--- config.mk ---
export PLATFORM = sky130hd
export DESIGN_NAME = bsg_mem_1rw_sync_mask_write_byte_rv
export DESIGN_NICKNAME = d
export VERILOG_FILES = /design/src/rtl/bsg_mem_rv_pkg.sv /design/src/rtl/bsg_mem_rv_resp_fifo.sv /design/src/rtl/bsg_mem_1rw_sync_mask_write_byte_rv.sv
export SDC_FILE = /design/constraint.sdc
export NUM_CORES = 1
export LEC_CHECK = 0
export CORE_MARGIN = 1
export CORE_UTILIZATION = 37
export CTS_CLUSTER_DIAMETER = 80
export DETAILED_ROUTE_END_ITERATION = 10
export GPL_TIMING_DRIVEN = 0
export MAX_ROUTING_LAYER = met4
export PLACE_DENSITY = 0.76
export SLEW_MARGIN = 15
export SYNTH_ARGS = -nofsm -noshare
export SYNTH_HDL_FRONTEND = slang
export SYNTH_SLANG_ARGS = --single-unit
--- constraint.sdc ---
create_clock -name clk_i -period 2.7 [get_ports clk_i]
set_input_delay 0.54 -clock clk_i [delete_from_list [all_inputs] [get_ports clk_i]]
set_output_delay 0.54 -clock clk_i [all_outputs]
set_load 0.03 [all_outputs]
--- src/rtl/bsg_mem_rv_pkg.sv ---
// Shared constants and types for the ready/valid front-end of the byte-masked 1rw memory.
// The enum is used only when BSG_MEM_1RW_RV_WRITE_ACK_EN is defined.
package bsg_mem_rv_pkg;

    // Response buffer depth; it is also the number of responses that may be owed at once.
    localparam int resp_els_lp       = 2;
    localparam int resp_cnt_width_lp = $clog2(resp_els_lp + 1);
    localparam int resp_ptr_width_lp = $clog2(resp_els_lp);

    typedef enum logic {
        e_rv_read  = 1'b0,
        e_rv_write = 1'b1
    } rv_kind_e;

    function automatic int safe_clog2(input int n);
        return (n <= 1) ? 1 : $clog2(n);
    endfunction

endpackage

--- src/rtl/bsg_mem_rv_resp_fifo.sv ---
// Two-entry response buffer: v/ready enqueue, v/yumi dequeue, occupancy count.
// A full buffer still accepts an enqueue in the cycle its head is dequeued.
module bsg_mem_rv_resp_fifo
    import bsg_mem_rv_pkg::*;
#(
    parameter int width_p = 32
) (
    input  logic                         clk_i,
    input  logic                         reset_i,
    input  logic                         v_i,
    input  logic [width_p-1:0]           data_i,
    output logic                         ready_o,
    output logic                         v_o,
    output logic [width_p-1:0]           data_o,
    input  logic                         yumi_i,
    output logic [resp_cnt_width_lp-1:0] count_o
);

    logic [width_p-1:0]           mem_r [resp_els_lp];
    logic [resp_ptr_width_lp-1:0] rptr_r;
    logic [resp_ptr_width_lp-1:0] wptr_r;
    logic [resp_cnt_width_lp-1:0] count_r;
    logic                         enq;
    logic                         deq;

    assign v_o     = (count_r != '0);
    assign ready_o = (count_r != resp_cnt_width_lp'(resp_els_lp)) | yumi_i;
    assign enq     = v_i & ready_o;
    assign deq     = yumi_i & v_o;

    // NOTE: sequential state uses non-blocking assignments so every register samples pre-edge values.
    always_ff @(posedge clk_i) begin
        if (reset_i) begin
            rptr_r  <= '0;
            wptr_r  <= '0;
            count_r <= '0;
        end else begin
            if (enq) wptr_r <= wptr_r + resp_ptr_width_lp'(1);
            if (deq) rptr_r <= rptr_r + resp_ptr_width_lp'(1);
            count_r <= count_r + resp_cnt_width_lp'(enq) - resp_cnt_width_lp'(deq);
        end
    end

    // NOTE: storage is deliberately not reset; the count alone decides which entries are meaningful.
    always_ff @(posedge clk_i) begin
        if (enq) mem_r[wptr_r] <= data_i;
    end

    assign data_o  = mem_r[rptr_r];
    assign count_o = count_r;

endmodule

--- src/rtl/bsg_mem_1rw_sync_mask_write_byte_rv.sv ---
// Ready/valid front-end for a synchronous byte-masked 1rw memory with an in-order response buffer.
// Define BSG_MEM_1RW_RV_WRITE_ACK_EN to make writes take a credit and return an all-zero response.
module bsg_mem_1rw_sync_mask_write_byte_rv
    import bsg_mem_rv_pkg::*;
#(
    parameter int data_width_p        = 32,
    parameter int els_p               = 16,
    parameter int write_mask_width_lp = data_width_p >> 3,
    parameter int addr_width_lp       = safe_clog2(els_p)
) (
    input  logic                           clk_i,
    input  logic                           reset_i,

    input  logic                           v_i,
    input  logic                           w_i,
    input  logic [addr_width_lp-1:0]       addr_i,
    input  logic [data_width_p-1:0]        data_i,
    input  logic [write_mask_width_lp-1:0] write_mask_i,
    output logic                           ready_and_o,

    output logic                           v_o,
    output logic [data_width_p-1:0]        data_o,
    input  logic                           yumi_i,

    output logic                           mem_v_o,
    output logic                           mem_w_o,
    output logic [addr_width_lp-1:0]       mem_addr_o,
    output logic [data_width_p-1:0]        mem_data_o,
    output logic [write_mask_width_lp-1:0] mem_write_mask_o,
    input  logic [data_width_p-1:0]        mem_data_i
);

    logic                         inflight_r;
    logic                         inflight_n;
    logic                         accept;
    logic [resp_cnt_width_lp-1:0] credit_count;
    logic [resp_cnt_width_lp-1:0] fifo_count;
    logic                         fifo_v;
    logic                         fifo_ready;
    logic                         fifo_enq_v;
    logic                         fifo_yumi;
    logic [data_width_p-1:0]      fifo_data;
    logic [data_width_p-1:0]      resp_data;

    // Every owed response is either in flight from the memory or sitting in the buffer.
    assign credit_count = fifo_count + resp_cnt_width_lp'(inflight_r);
    assign ready_and_o  = ~reset_i & (credit_count < resp_cnt_width_lp'(resp_els_lp));
    assign accept       = v_i & ready_and_o;

    assign mem_v_o          = accept;
    assign mem_w_o          = w_i;
    assign mem_addr_o       = addr_i;
    assign mem_data_o       = data_i;
    assign mem_write_mask_o = write_mask_i;

`ifdef BSG_MEM_1RW_RV_WRITE_ACK_EN
    rv_kind_e inflight_kind_r;

    assign inflight_n = accept;

    always_ff @(posedge clk_i) begin
        if (reset_i)     inflight_kind_r <= e_rv_read;
        else if (accept) inflight_kind_r <= w_i ? e_rv_write : e_rv_read;
    end

    assign resp_data = (inflight_kind_r == e_rv_write) ? '0 : mem_data_i;
`else
    assign inflight_n = accept & ~w_i;
    assign resp_data  = mem_data_i;
`endif

    always_ff @(posedge clk_i) begin
        if (reset_i) inflight_r <= 1'b0;
        else         inflight_r <= inflight_n;
    end

    // Memory data is only valid for one cycle, so it is buffered unless taken by the bypass.
    assign fifo_enq_v = inflight_r & ~(~fifo_v & yumi_i) & fifo_ready;
    assign fifo_yumi  = fifo_v & yumi_i;

    bsg_mem_rv_resp_fifo #(
        .width_p (data_width_p)
    ) resp_fifo (
        .clk_i   (clk_i),
        .reset_i (reset_i),
        .v_i     (fifo_enq_v),
        .data_i  (resp_data),
        .ready_o (fifo_ready),
        .v_o     (fifo_v),
        .data_o  (fifo_data),
        .yumi_i  (fifo_yumi),
        .count_o (fifo_count)
    );

    assign v_o    = ~reset_i & (fifo_v | inflight_r);
    assign data_o = fifo_v ? fifo_data : resp_data;

endmodule

# After elaboration in Yosys (flattened, before gate mapping)
# Memory sizes are Yosys's and may differ from the RTL's. A register that Yosys moved wholly into a read port is not among the register bits.
# Cells that the tools add are included.
op_classes:
  n_addsub: 5
  order_cmp: 1
  eq_ne: 1
  mux: 5
  bitwise: 16
  n_reduce_logical: 1
ops:
  columns: ["op", "n"]
  rows:
  - ["$mux W32", 1]
  - ["$and A1 B1 Y1", 10]
  - ["$add A2 B1 Y2", 2]
  - ["$mux W1", 4]
  - ["$not A1 Y1", 4]
  - ["$add A1 B1 Y1 const B", 2]
  - ["$lt A2 B2 Y1 const B", 1]
  - ["$ne A2 B2 Y1 const B", 1]
  - ["$or A1 B1 Y1", 2]
  - ["$reduce_bool A2 Y1", 1]
  - ["$sub A2 B1 Y2", 1]
word_totals:
  ff_bits: 5
  mem_bits_rw: 64
  in_bits: 77
  out_inout_bits: 76
  word_cells: 34
  mem_count: 1
memory_table:
  columns: ["memory", "words", "word_bits", "rd", "rd_ports_with_merged_regs", "wr", "line_no", "source"]
  rows:
  - ["resp_fifo.mem_r", 2, 32, 1, 1, 1, "bsg_mem_rv_resp_fifo.sv:19", "logic [width_p-1:0] mem_r [resp_els_lp];"]

# Logic depth before layout (Yosys ltp)
depth:
  depth_word: 9
  depth_mapped: 7
  mapped_depth_nobuf: 7

# Modules after synthesis
# Synthesis repeated with hierarchy kept, for this count alone.
hier_totals:
  cells_unflattened: 215
  area_unflattened_um2: 3465.8
modules_own_cells:
  columns: ["mod", "n_inst", "cells_per_inst", "area_each_um2", "seq_area_each_um2"]
  rows:
  - ["bsg_mem_rv_resp_fifo", 1, 125, 2548.7, 2021.9]
  - ["bsg_mem_1rw_sync_mask_write_byte_rv", 1, 90, 917.1, 20.0]

# Least setup slack after synthesis
# OpenSTA, ideal clock, no wires.
synth_timing:
  path_kind: "input-to-reg"
  start: "in yumi_i"
  end: "mem resp_fifo.mem_r[0][0] (enable)"
  setup_time_ns: 0.421
  arrival_time_ns: 2.205
  required_ns: 2.279
  slack_ns: 0.074
  cell_stages: 3
  n_path_buf: 0
  path_cell_list: "xnor2_1 o21ai_2 nor2_1"
synth_between:
  elab_chain_len: 7
  word_cells_on_any_way: 9
  cone_classes: "mux: 2; bitwise: 7"
synth_rtl:
  columns: ["element", "line_no", "source"]
  rows:
  - ["from (decl)", "bsg_mem_1rw_sync_mask_write_byte_rv.sv:23", "input logic yumi_i,"]
  - ["$and A1 B1 Y1", "bsg_mem_1rw_sync_mask_write_byte_rv.sv:78", "assign fifo_enq_v = inflight_r & ~(~fifo_v & yumi_i) & fifo_ready;"]
  - ["$not A1 Y1", "bsg_mem_1rw_sync_mask_write_byte_rv.sv:78", null]
  - ["$and A1 B1 Y1 (2 in series)", "bsg_mem_1rw_sync_mask_write_byte_rv.sv:78", null]
  - ["$and A1 B1 Y1 *", "bsg_mem_rv_resp_fifo.sv:28", "assign enq = v_i & ready_o;"]
  - ["$mux W1 *", "bsg_mem_rv_resp_fifo.sv:46", "if (enq) mem_r[wptr_r] <= data_i;"]
  - ["$mux W1 (implied by the code) *", "bsg_mem_rv_resp_fifo.sv:46", null]
  - ["to (decl)", "bsg_mem_rv_resp_fifo.sv:19", null]
# Mark *: on every way between the ends. The rest lies on a longest branch, timed or not.

# Worst setup path after layout
layout_timing:
  start: "in reset_i"
  end: "out ready_and_o"
layout_between:
  elab_chain_len: 2
layout_rtl:
  columns: ["element", "line_no", "source"]
  rows:
  - ["from (decl)", "bsg_mem_1rw_sync_mask_write_byte_rv.sv:12", "input logic reset_i,"]
  - ["$not A1 Y1", "bsg_mem_1rw_sync_mask_write_byte_rv.sv:47", "assign ready_and_o = ~reset_i & (credit_count < resp_cnt_width_lp'(resp_els_lp));"]
  - ["$and A1 B1 Y1", "bsg_mem_1rw_sync_mask_write_byte_rv.sv:47", null]
  - ["to (decl)", "bsg_mem_1rw_sync_mask_write_byte_rv.sv:19", "output logic ready_and_o,"]
# No other way between the ends.

==> impl_metrics.tcl <==
set metrics [dict create \
    yosysTopAreaCell "edfxtp_1" \
    cts.sinks 70 \
    portBuffers 112 \
    cts-root-buf "clkbuf_8" \
    slew_violations 0 \
    cts_resized 34 \
    crit_path_end "ready_and_o" \
    gp_congestion 0.7380 \
    cp_max_fo 7 \
    syn2layout_area_growth_pct 49.51 \
    synth_seq_cells 70 \
    insertion_delay_ns 0.34 \
    vias_per_cell 4.620 \
    worst-path-stages 3 \
    row_count 33 \
    multi_input_area_sq_um 775.7 \
    p_leak_nw 1.776 \
    path_buf_inv 2 \
    setup_viol 0 \
    ios 153 \
    grt_max_degree 19 \
    syn_nets 324 \
    htreeDepth 3 \
    fmax_mhz 394.4 \
    syn_area_per_cell_sq_um 12.90 \
    whs_ns 0.5216 \
    fin_skew_ns 0.008817 \
    slew_headroom 0.6495 \
    most-common-layout-cells "clkdlybuf4s50_1 (78), edfxtp_1 (64), buf_4 (42), nor2_1 (38), a21oi_1 (34)" \
    rsz0062_at_grt "no" \
    dr_total_vias 2222 \
    hold_viol_final 0 \
    core_area_sq_um 8258 \
    routedWlPerCell_microns 13.58 \
    grt_antenna_before_repair 0 \
    hold_buffers 0 \
    synth.distinct_cells 19 \
    die_height_microns 94.63 \
    ys_seq_area_frac 0.6433 \
    grt_pass1_vias 2263 \
    grt_pass1_wl_mm 10.29 \
    drc_errors 0 \
    fp.dieW_microns 94.63 \
    layout_commonest_cell "clkdlybuf4s50_1" \
    required_ns 2.16 \
    cp_slowest_stage_delay_ns 0.70 \
    initial_utilization 0.3844 \
    run_status "complete, no violations" \
    drtIter0Drc 72 \
    gr-total-overflow 0 \
    antenna_cells 0 \
    cp_common_cell "clkdlybuf4s50_1" \
    period_needed_ns 2.536 \
    seq_area_sq_um 2042 \
    critPathArrivalTime_ns 2.00 \
    wl_mm 6.530 \
    r2r_cells 4 \
    ys.warnings.count 0 \
    cp_cell_sequence "clkdlybuf4s50_1, a21oi_1, clkdlybuf4s50_1" \
    synth_cells 246 \
    cp-end-kind "primary output" \
    grt_util_all_layers 0.1589 \
    netlist_area_sq_um 3174 \
    worst_path_max_delay_cell "clkdlybuf4s50_1" \
    hold_path_class "reg2reg" \
    layout_setup_ws_ns 0.1644 \
    powerDensity_nw_per_um2 816.1 \
    drt_first_pass_iters 4 \
    cts_buffers 9 \
    clkTransAtPathRegs_ns 0.07 \
    cp-startpoint "reset_i" \
    critPathKind "in2out" \
    ant_nets 0 \
    maxCapViolations 0 \
    postCtsSetupRepairBufs 0 \
    max_slew.worst_pin.slew_ns 0.5245 \
    fin_tns_setup_ns 0 \
    r2r-end "resp_fifo.mem_r[1][4]$_DFFE_PP_" \
    path_delay_family "buffers and inverters" \
    layout-drive-gt1-share 0.1915 \
    ir_drop_v 0.0003784 \
    dp_hpwl_mm 4.738 \
    r2r-start "resp_fifo.count_o[1]$_SDFF_PP0_" \
    cts_tree "yes" \
    synth_area_leaders "edfxtp_1 (61%), mux2i_1 (10%), buf_4 (9.9%)" \
    post-route-period-util 0.9391 \
    clock_path_buffers 2 \
    die_area_sq_um 8954 \
    fillers 695 \
    post-place-ws_ns 0.009783 \
    nNetsFinal 449 \
    synth_top_area_share 0.6054 \
    r2r_setup_slack_ns 0.99 \
    cp-start-kind "input port" \
]
Yosys cell counts (all sizes together):
cell,n
a21o,1
and2,2
mux2i,32
nor2b,2
nand3,1
buf,51
or2,1
dfxtp,6
ha,1
o21ai,2
nand2b,1
edfxtp,64
a21oi,34
xnor2,5
nor2,40
inv,2
clkbuf,1
how the worst min path moves through the flow:
stage                                        startpoint                            end  slack (ns)  depth (start not counted)
final                     resp_fifo.rptr_r$_SDFFE_PP0P_                           flop        0.52                          2
after CTS                 resp_fifo.rptr_r$_SDFFE_PP0P_                           flop        0.53                          2
after global routing      resp_fifo.rptr_r$_SDFFE_PP0P_  resp_fifo.rptr_r$_SDFFE_PP0P_        0.58                          2
after detailed placement  resp_fifo.rptr_r$_SDFFE_PP0P_                           flop        0.51                          2
after floorplan           resp_fifo.rptr_r$_SDFFE_PP0P_                           flop        0.48                          2
after global placement    resp_fifo.rptr_r$_SDFFE_PP0P_  resp_fifo.rptr_r$_SDFFE_PP0P_        0.50                          2
state kept, by name (all words and copies together) (netlist names), named ones only:
| name | count |
|---|---|
| resp_fifo.count_o | 2 |
| resp_fifo.rptr_r | 1 |
| resp_fifo.wptr_r | 1 |
| resp_fifo.mem_r | 64 |
| inflight_r | 1 |
worst reg2reg max path, cell delays in order, from the launching register on:
cell and delay (ns):
dfxtp_1 0.36, xnor2_1 0.24, o21ai_2 0.15, nor2_4 0.44, buf_16 0.23
area by class of cell:
cell class              instances  area share
clock inverters                 6     0.03322
multi-input cells             122      0.1635
repair buffers                114      0.2399
well taps                     105     0.02768
inverters                       2    0.001582
plain buffers                  52     0.07698
flip-flops and latches         70      0.4303
clock buffers                  10     0.02689
per-layer routing:
| layer | part of all wire | vias to the layer above | wire [microns] | GRT usage |
|---|---|---|---|---|
| met5 | 0 | - | 0 | - |
| met4 | 0.019 | 0 | 126 | 0.07071 |
| met3 | 0.062 | 14 | 406 | 0.03140 |
| met2 | 0.52 | 100 | 3395 | 0.2770 |
| met1 | 0.40 | 1028 | 2601 | 0.1752 |
| li1 | - | 1080 | - | - |
where the power goes:
part           total, mW  leakage [nW]  internal (mW)  switching (mW)
Clock               1.17         0.137          0.801           0.373
Combinational       1.44          1.01          0.541           0.896
Sequential          1.26         0.627           1.24          0.0238
stage by stage:
stage	cells	power [mW]	area, sq um	utilization
floorplan	246	2.255	3174	-
global placement	463	2.847	4427	0.5361
detailed placement	465	2.873	4497	0.5445
CTS	481	3.928	4742	0.5742
global route	481	4.072	4746	0.5747
finish	481	3.873	4746	0.5747
logic make-up after synthesis:
kind of cell / count (synthesis) / share of synthesized area
buffers and inverters: 54 / 0.1171
adder cells (fa/ha/maj): 1 / 0.003941
AO/OA/AOI/OAI: 37 / 0.06031
AND/OR/NAND/NOR: 47 / 0.06070
multiplexers: 32 / 0.1009
flip-flops: 70 / 0.6433
XOR/XNOR: 5 / 0.01380
No activity file was read; power rests on OpenSTA's default activity.
